===== src/rtl/parking_occupancy_counter_if.sv =====
// Sensor inputs and occupancy outputs of parking_occupancy_counter.
// The slave modport is the counter; the master modport is whoever drives the sensors.
interface parking_occupancy_counter_if;
  logic        sensor_a;
  logic        sensor_b;
  logic [15:0] count_bcd;
  logic        car_enter;
  logic        car_exit;
  logic        seq_error;
  logic        lot_full;
  logic        lot_empty;

  modport master (
    output sensor_a, sensor_b,
    input  count_bcd, car_enter, car_exit, seq_error, lot_full, lot_empty
  );

  modport slave (
    input  sensor_a, sensor_b,
    output count_bcd, car_enter, car_exit, seq_error, lot_full, lot_empty
  );
endinterface


===== src/rtl/parking_occupancy_counter.sv =====
// Gate sensor sequencer plus saturating 4-digit BCD occupancy counter.
// Optional macro SENSOR_SYNC_EN inserts a two-flop synchronizer on each sensor.
module parking_occupancy_counter #(
  parameter logic [15:0] MAX_COUNT = 16'h9999
) (
  input  logic                        clk,
  input  logic                        rst,
  parking_occupancy_counter_if.slave  bus
);

  typedef enum logic [2:0] {
    S_IDLE, S_EN1, S_EN2, S_EN3, S_EX1, S_EX2, S_EX3, S_WAIT
  } state_t;

  state_t      r_state;
  state_t      w_state_next;
  logic [1:0]  w_ab;
  logic        w_enter_next;
  logic        w_exit_next;
  logic        w_err_next;
  logic        r_car_enter;
  logic        r_car_exit;
  logic        r_seq_error;
  logic [15:0] r_count_bcd;
  logic [15:0] w_inc_bcd;
  logic [15:0] w_dec_bcd;
  logic [3:0]  w_inc_carry;
  logic [3:0]  w_dec_borrow;
  logic        w_full;
  logic        w_empty;

`ifdef SENSOR_SYNC_EN
  logic [1:0] r_sync_a;
  logic [1:0] r_sync_b;

  always_ff @(posedge clk or posedge rst) begin
    if (rst) begin
      r_sync_a <= 2'b00;
      r_sync_b <= 2'b00;
    end else begin
      r_sync_a <= {r_sync_a[0], bus.sensor_a};
      r_sync_b <= {r_sync_b[0], bus.sensor_b};
    end
  end

  assign w_ab = {r_sync_a[1], r_sync_b[1]};
`else
  assign w_ab = {bus.sensor_a, bus.sensor_b};
`endif

  always_ff @(posedge clk or posedge rst) begin
    if (rst) begin
      r_state     <= S_IDLE;
      r_car_enter <= 1'b0;
      r_car_exit  <= 1'b0;
      r_seq_error <= 1'b0;
    end else begin
      r_state     <= w_state_next;
      r_car_enter <= w_enter_next;
      r_car_exit  <= w_exit_next;
      r_seq_error <= w_err_next;
    end
  end

  // Entry walks 00-10-11-01-00, exit walks the mirror; a two-step jump is illegal.
  always_comb begin
    w_state_next = r_state;
    w_enter_next = 1'b0;
    w_exit_next  = 1'b0;
    w_err_next   = 1'b0;
    case (r_state)
      S_IDLE: case (w_ab)
        2'b10:   w_state_next = S_EN1;
        2'b01:   w_state_next = S_EX1;
        2'b11:   begin w_state_next = S_WAIT; w_err_next = 1'b1; end
        default: w_state_next = S_IDLE;
      endcase
      S_EN1: case (w_ab)
        2'b11:   w_state_next = S_EN2;
        2'b00:   w_state_next = S_IDLE;
        2'b01:   begin w_state_next = S_WAIT; w_err_next = 1'b1; end
        default: w_state_next = S_EN1;
      endcase
      S_EN2: case (w_ab)
        2'b01:   w_state_next = S_EN3;
        2'b10:   w_state_next = S_EN1;
        2'b00:   begin w_state_next = S_WAIT; w_err_next = 1'b1; end
        default: w_state_next = S_EN2;
      endcase
      S_EN3: case (w_ab)
        2'b11:   w_state_next = S_EN2;
        2'b00:   begin w_state_next = S_IDLE; w_enter_next = 1'b1; end
        2'b10:   begin w_state_next = S_WAIT; w_err_next = 1'b1; end
        default: w_state_next = S_EN3;
      endcase
      S_EX1: case (w_ab)
        2'b11:   w_state_next = S_EX2;
        2'b00:   w_state_next = S_IDLE;
        2'b10:   begin w_state_next = S_WAIT; w_err_next = 1'b1; end
        default: w_state_next = S_EX1;
      endcase
      S_EX2: case (w_ab)
        2'b10:   w_state_next = S_EX3;
        2'b01:   w_state_next = S_EX1;
        2'b00:   begin w_state_next = S_WAIT; w_err_next = 1'b1; end
        default: w_state_next = S_EX2;
      endcase
      S_EX3: case (w_ab)
        2'b11:   w_state_next = S_EX2;
        2'b00:   begin w_state_next = S_IDLE; w_exit_next = 1'b1; end
        2'b01:   begin w_state_next = S_WAIT; w_err_next = 1'b1; end
        default: w_state_next = S_EX3;
      endcase
      S_WAIT: begin
        if (w_ab == 2'b00) w_state_next = S_IDLE;
      end
      default: w_state_next = S_IDLE;
    endcase
  end

  assign w_inc_carry[0]  = 1'b1;
  assign w_dec_borrow[0] = 1'b1;

  // Per-digit BCD increment/decrement with ripple carry and borrow.
  generate
    for (genvar gi = 0; gi < 4; gi++) begin : g_digit
      logic [3:0] w_digit;
      assign w_digit = r_count_bcd[4*gi +: 4];
      assign w_inc_bcd[4*gi +: 4] = !w_inc_carry[gi] ? w_digit :
                                    (w_digit == 4'd9) ? 4'd0 : w_digit + 4'd1;
      assign w_dec_bcd[4*gi +: 4] = !w_dec_borrow[gi] ? w_digit :
                                    (w_digit == 4'd0) ? 4'd9 : w_digit - 4'd1;
      if (gi < 3) begin : g_chain
        assign w_inc_carry[gi+1]  = w_inc_carry[gi]  & (w_digit == 4'd9);
        assign w_dec_borrow[gi+1] = w_dec_borrow[gi] & (w_digit == 4'd0);
      end
    end
  endgenerate

  assign w_full  = (r_count_bcd == MAX_COUNT);
  assign w_empty = (r_count_bcd == 16'h0000);

  always_ff @(posedge clk or posedge rst) begin
    if (rst) begin
      r_count_bcd <= 16'h0000;
    end else if (w_enter_next && !w_full) begin
      r_count_bcd <= w_inc_bcd;
    end else if (w_exit_next && !w_empty) begin
      r_count_bcd <= w_dec_bcd;
    end
  end

  assign bus.count_bcd = r_count_bcd;
  assign bus.car_enter = r_car_enter;
  assign bus.car_exit  = r_car_exit;
  assign bus.seq_error = r_seq_error;
  assign bus.lot_full  = w_full;
  assign bus.lot_empty = w_empty;

endmodule


===== src/flat_wrapper.sv =====
// flat-port wrapper written by rule: the top's interface ports become plain ports
module parking_occupancy_counter_flat 
#(
  parameter logic [15:0] MAX_COUNT = 16'h9999
)
  (clk, rst, bus_sensor_a, bus_sensor_b, bus_count_bcd, bus_car_enter, bus_car_exit, bus_seq_error, bus_lot_full, bus_lot_empty);
  parking_occupancy_counter_if bus_i ();
  input  logic clk;
  input  logic rst;
  input wire logic [$bits(bus_i.sensor_a)-1:0] bus_sensor_a;
  input wire logic [$bits(bus_i.sensor_b)-1:0] bus_sensor_b;
  output wire logic [$bits(bus_i.count_bcd)-1:0] bus_count_bcd;
  output wire logic [$bits(bus_i.car_enter)-1:0] bus_car_enter;
  output wire logic [$bits(bus_i.car_exit)-1:0] bus_car_exit;
  output wire logic [$bits(bus_i.seq_error)-1:0] bus_seq_error;
  output wire logic [$bits(bus_i.lot_full)-1:0] bus_lot_full;
  output wire logic [$bits(bus_i.lot_empty)-1:0] bus_lot_empty;
  assign bus_i.sensor_a = bus_sensor_a;
  assign bus_i.sensor_b = bus_sensor_b;
  assign bus_count_bcd = bus_i.count_bcd;
  assign bus_car_enter = bus_i.car_enter;
  assign bus_car_exit = bus_i.car_exit;
  assign bus_seq_error = bus_i.seq_error;
  assign bus_lot_full = bus_i.lot_full;
  assign bus_lot_empty = bus_i.lot_empty;
  parking_occupancy_counter #(.MAX_COUNT(MAX_COUNT)) u_core (.clk(clk), .rst(rst), .bus(bus_i));
endmodule

===== config.mk =====
export PLATFORM = sky130hd
export DESIGN_NAME = parking_occupancy_counter_flat
export DESIGN_NICKNAME = d
export VERILOG_FILES = /design/src/rtl/parking_occupancy_counter_if.sv /design/src/rtl/parking_occupancy_counter.sv /design/src/flat_wrapper.sv
export SDC_FILE = /design/constraint.sdc
export NUM_CORES = 1
export LEC_CHECK = 0
export CAP_MARGIN = 40
export CELL_PAD_IN_SITES_DETAIL_PLACEMENT = 1
export CELL_PAD_IN_SITES_GLOBAL_PLACEMENT = 1
export CORE_UTILIZATION = 46
export CTS_BUF_LIST = sky130_fd_sc_hd__clkbuf_8
export DETAILED_ROUTE_END_ITERATION = 7
export PLACE_DENSITY = 0.84
export SLEW_MARGIN = 20
export SYNTH_ARGS = -nofsm -noshare
export SYNTH_HDL_FRONTEND = slang
export SYNTH_SLANG_ARGS = --single-unit

===== constraint.sdc =====
create_clock -name clk -period 4.2 [get_ports clk]
set_input_delay 0.63 -clock clk [delete_from_list [all_inputs] [get_ports clk]]
set_output_delay 0.63 -clock clk [all_outputs]
set_load 0.1 [all_outputs]

==> metrics.md <==
| Metric | Value |
|---|---|
| Final setup vio count | 0 |
| DP Worst Slack | 921 ps |
| DP Wirelength | 3840 um |
| First-pass GRT wire length | 9050 um |
| Final Hold Vio Count | 0 |
| Setup Total Neg Slack | 0 ps |
| # diodes | 0 |
| Initial Util | 48.7% |
| PD cells | 654 mW/mm2 |
| Yosys warnings | 0 |
| Minimum clock period | 3060 ps |
| Critical Path Start Type | input pin |
| Routed len/inst | 18.0 um |
| IO buf count | 24 |
| Main area contributors after synthesis | dfrtp_1, ha_1, nor2_1, nand2_1, o21ai_0 |
| Vias per cell | 6.14 |
| CP Data Required Time | 4410 ps |
| Worst EP arrival | 3270 ps |
| Width of the chip | 64.7 um |
| Top-Level Pins | 25 |
| VDD IR-drop max | 268 uV |
| Power Total | 1550 uW |
| Num CTS Buffers | 3 |
| Post-CTS Resized | 0 |
| H-Tree Depth | 1 |
| Clock Skew | 5.25 ps |
| Total GRT Usage | 27.8% |
| 1st-iter DRT viols | 143 |
| Post-synth top cells | dfrtp_1, nor2_1, nand2_1 |
| Post-synth ARST share | 100% |
| Initial antenna violation count | 0 |
| MaxCap Viol Count | 0 |
| Crit-path max FO | 14 |
| Status | finished clean |
| CTS tree | done |
| Mean area per synthesized cell | 8.42 um2 |
| Fraction of layout cells with a size suffix above 1 | 15.4% |
| Count of cell types in the netlist | 53 |
| GRT overflow | 0 |
| Clock sink total | 22 |
| CP Class | in -> reg |
| Clock Latency Late Sink | 270 ps |
| Seq/Total Area, Yosys | 30.4% |
| Postcts setup bufs | 0 |
| Clk slew on worst S/H paths | 90 ps |
| Max Transition Viols Final | 0 |
| Die ar. | 0.00419 mm2 |
| Most frequent cell after synthesis | dfrtp_1 |
| Largest net degree at the start of global routing | 20 |
| Buffers from clock root to sink, at most | 2 |
| Worst Hold Class | reg -> reg |
| Cells after Synth | 215 |
| Number of global-route vias before repair | 1,814 |
| Synth Net Count | 226 |
| FF+latch count, synth | 22 |
| Post-Route WL | 5320 um |
| Vias | 1,810 |
| Leakage power | 0.000965 uW |
| Worst setup margin | 1140 ps |
| Final nets | 259 |
| Main synth FF type | dfrtp_1 |
| Final ANT Viol Nets | 0 |
| First drt pass iteration count | 4 |
| Cell row count | 22 |
| RD Place Congestion | 0.887 |
| Area grow syn2layout | 31.3% |
| Die height | 64.7 um |
| Worst slew margin | 57.2% |
| DRC viols | 0 |
| Peak Freq | 327 MHz |
| Cts hold-fix bufs | 0 |
| Least-Margin Pin Slew | 636 ps |
| Mapped cell area | 0.00181 mm2 |
| Synth area leader | dfrtp_1 |
| Root buffer cell | clkbuf_8 |
| Top cell type's share of synthesized area | 30.4% |
| RSZ-0062 raised after global routing | false |
| Post-synth EDFFs | 0 |
| Worst setup EP type | flop |
| Fin crit share | 72.8% |
| Core area | 0.00372 mm2 |
## critical path, cell delays in order
cell,delay [ps]
clkdlybuf4s50_1,480
inv_1,160
ha_1,280
nand4b_1,470
a41oi_1,440
buf_4,270
nand2_1,110
nor3_1,250
o32a_1,170
## through the flow
stage          utilization, %  hold WS (ps)  instances  area [um2]
2_1_floorplan               -           619        215        1810
3_3_place_gp             54.5           606        271        2020
3_5_place_dp             62.5           624        291        2320
4_1_cts                  63.9           647        295        2380
5_1_grt                  63.9           677        295        2380
6_report                 63.9           639        295        2380
## routing by layer
metal  part of all wire, %  routed length [um]  GRT usage [%]
met5                     0                   0              0
met4                   1.9                 100           10.8
met3                   2.3                 120           2.82
met2                    52                2770           49.2
met1                    44                2330           34.2
## where the power goes
part | switching (uW) | total, uW | internal (uW)
Clock | 76.4 | 160 | 83.9
Combinational | 562 | 922 | 360
Sequential | 201 | 471 | 270
## registers in the layout, summed over array words and instances, names as in the netlist
name and count:
u_core.bus.car_enter 1, u_core.bus.seq_error 1, u_core.bus.car_exit 1, u_core.r_state 3, u_core.bus.count_bcd 16
## cell families (layout without fill, tap and decap cells)
logic type | count (synthesis) | after routing | share of synthesized area, %
fa+ha+maj | 7 | 7 | 4.84
simple gates | 85 | 85 | 27.2
flops | 22 | 22 | 30.4
mux | 4 | 4 | 2.21
xor+xnor | 8 | 8 | 3.87
buf+inv | 28 | 60 | 7.12
compound gates | 61 | 61 | 24.3
## layout make-up
type / count / area (um2)
clock buffer: 4 / 55.1
sequential: 22 / 551
timing repair buffer: 45 / 539
multi-input combinational: 165 / 1130
inverter: 11 / 41.3
tap: 48 / 60.1
fill: 421 / 1340
## placed cells by master, fill, tap and decap left out, types with 4 or more instances in the layout
cell type and n:
a21oi_1 8, a31oi_1 7, and4bb_2 4, buf_8 19
clkbuf_8 4, clkdlybuf4s50_1 22, dfrtp_1 22, ha_1 7
inv_1 10, mux2i_1 4, nand2_1 20, nand2b_1 6
nand3_1 7, nor2_1 21, nor3_1 8, nor4_1 4
o21ai_0 11, o31ai_1 5, xor2_1 5
## path summary, 6_finish.rpt
kind	start	cells after the start	slack, ps	endpoint
worst max-delay path	bus_sensor_b	9	1140	u_core.bus.count_bcd[7]
worst min-delay path	u_core.bus.count_bcd[15]	1	640	u_core.bus.count_bcd[15]
worst max register to register	u_core.r_state[1]	6	1650	u_core.bus.count_bcd[7]
worst min register to register	u_core.bus.count_bcd[15]	1	640	u_core.bus.count_bcd[15]
max in group asynchronous	rst	3	3000	u_core.bus.car_exit
min in group asynchronous	rst	2	710	u_core.bus.count_bcd[10]
Note: power is estimated with default switching activity, not from simulation.
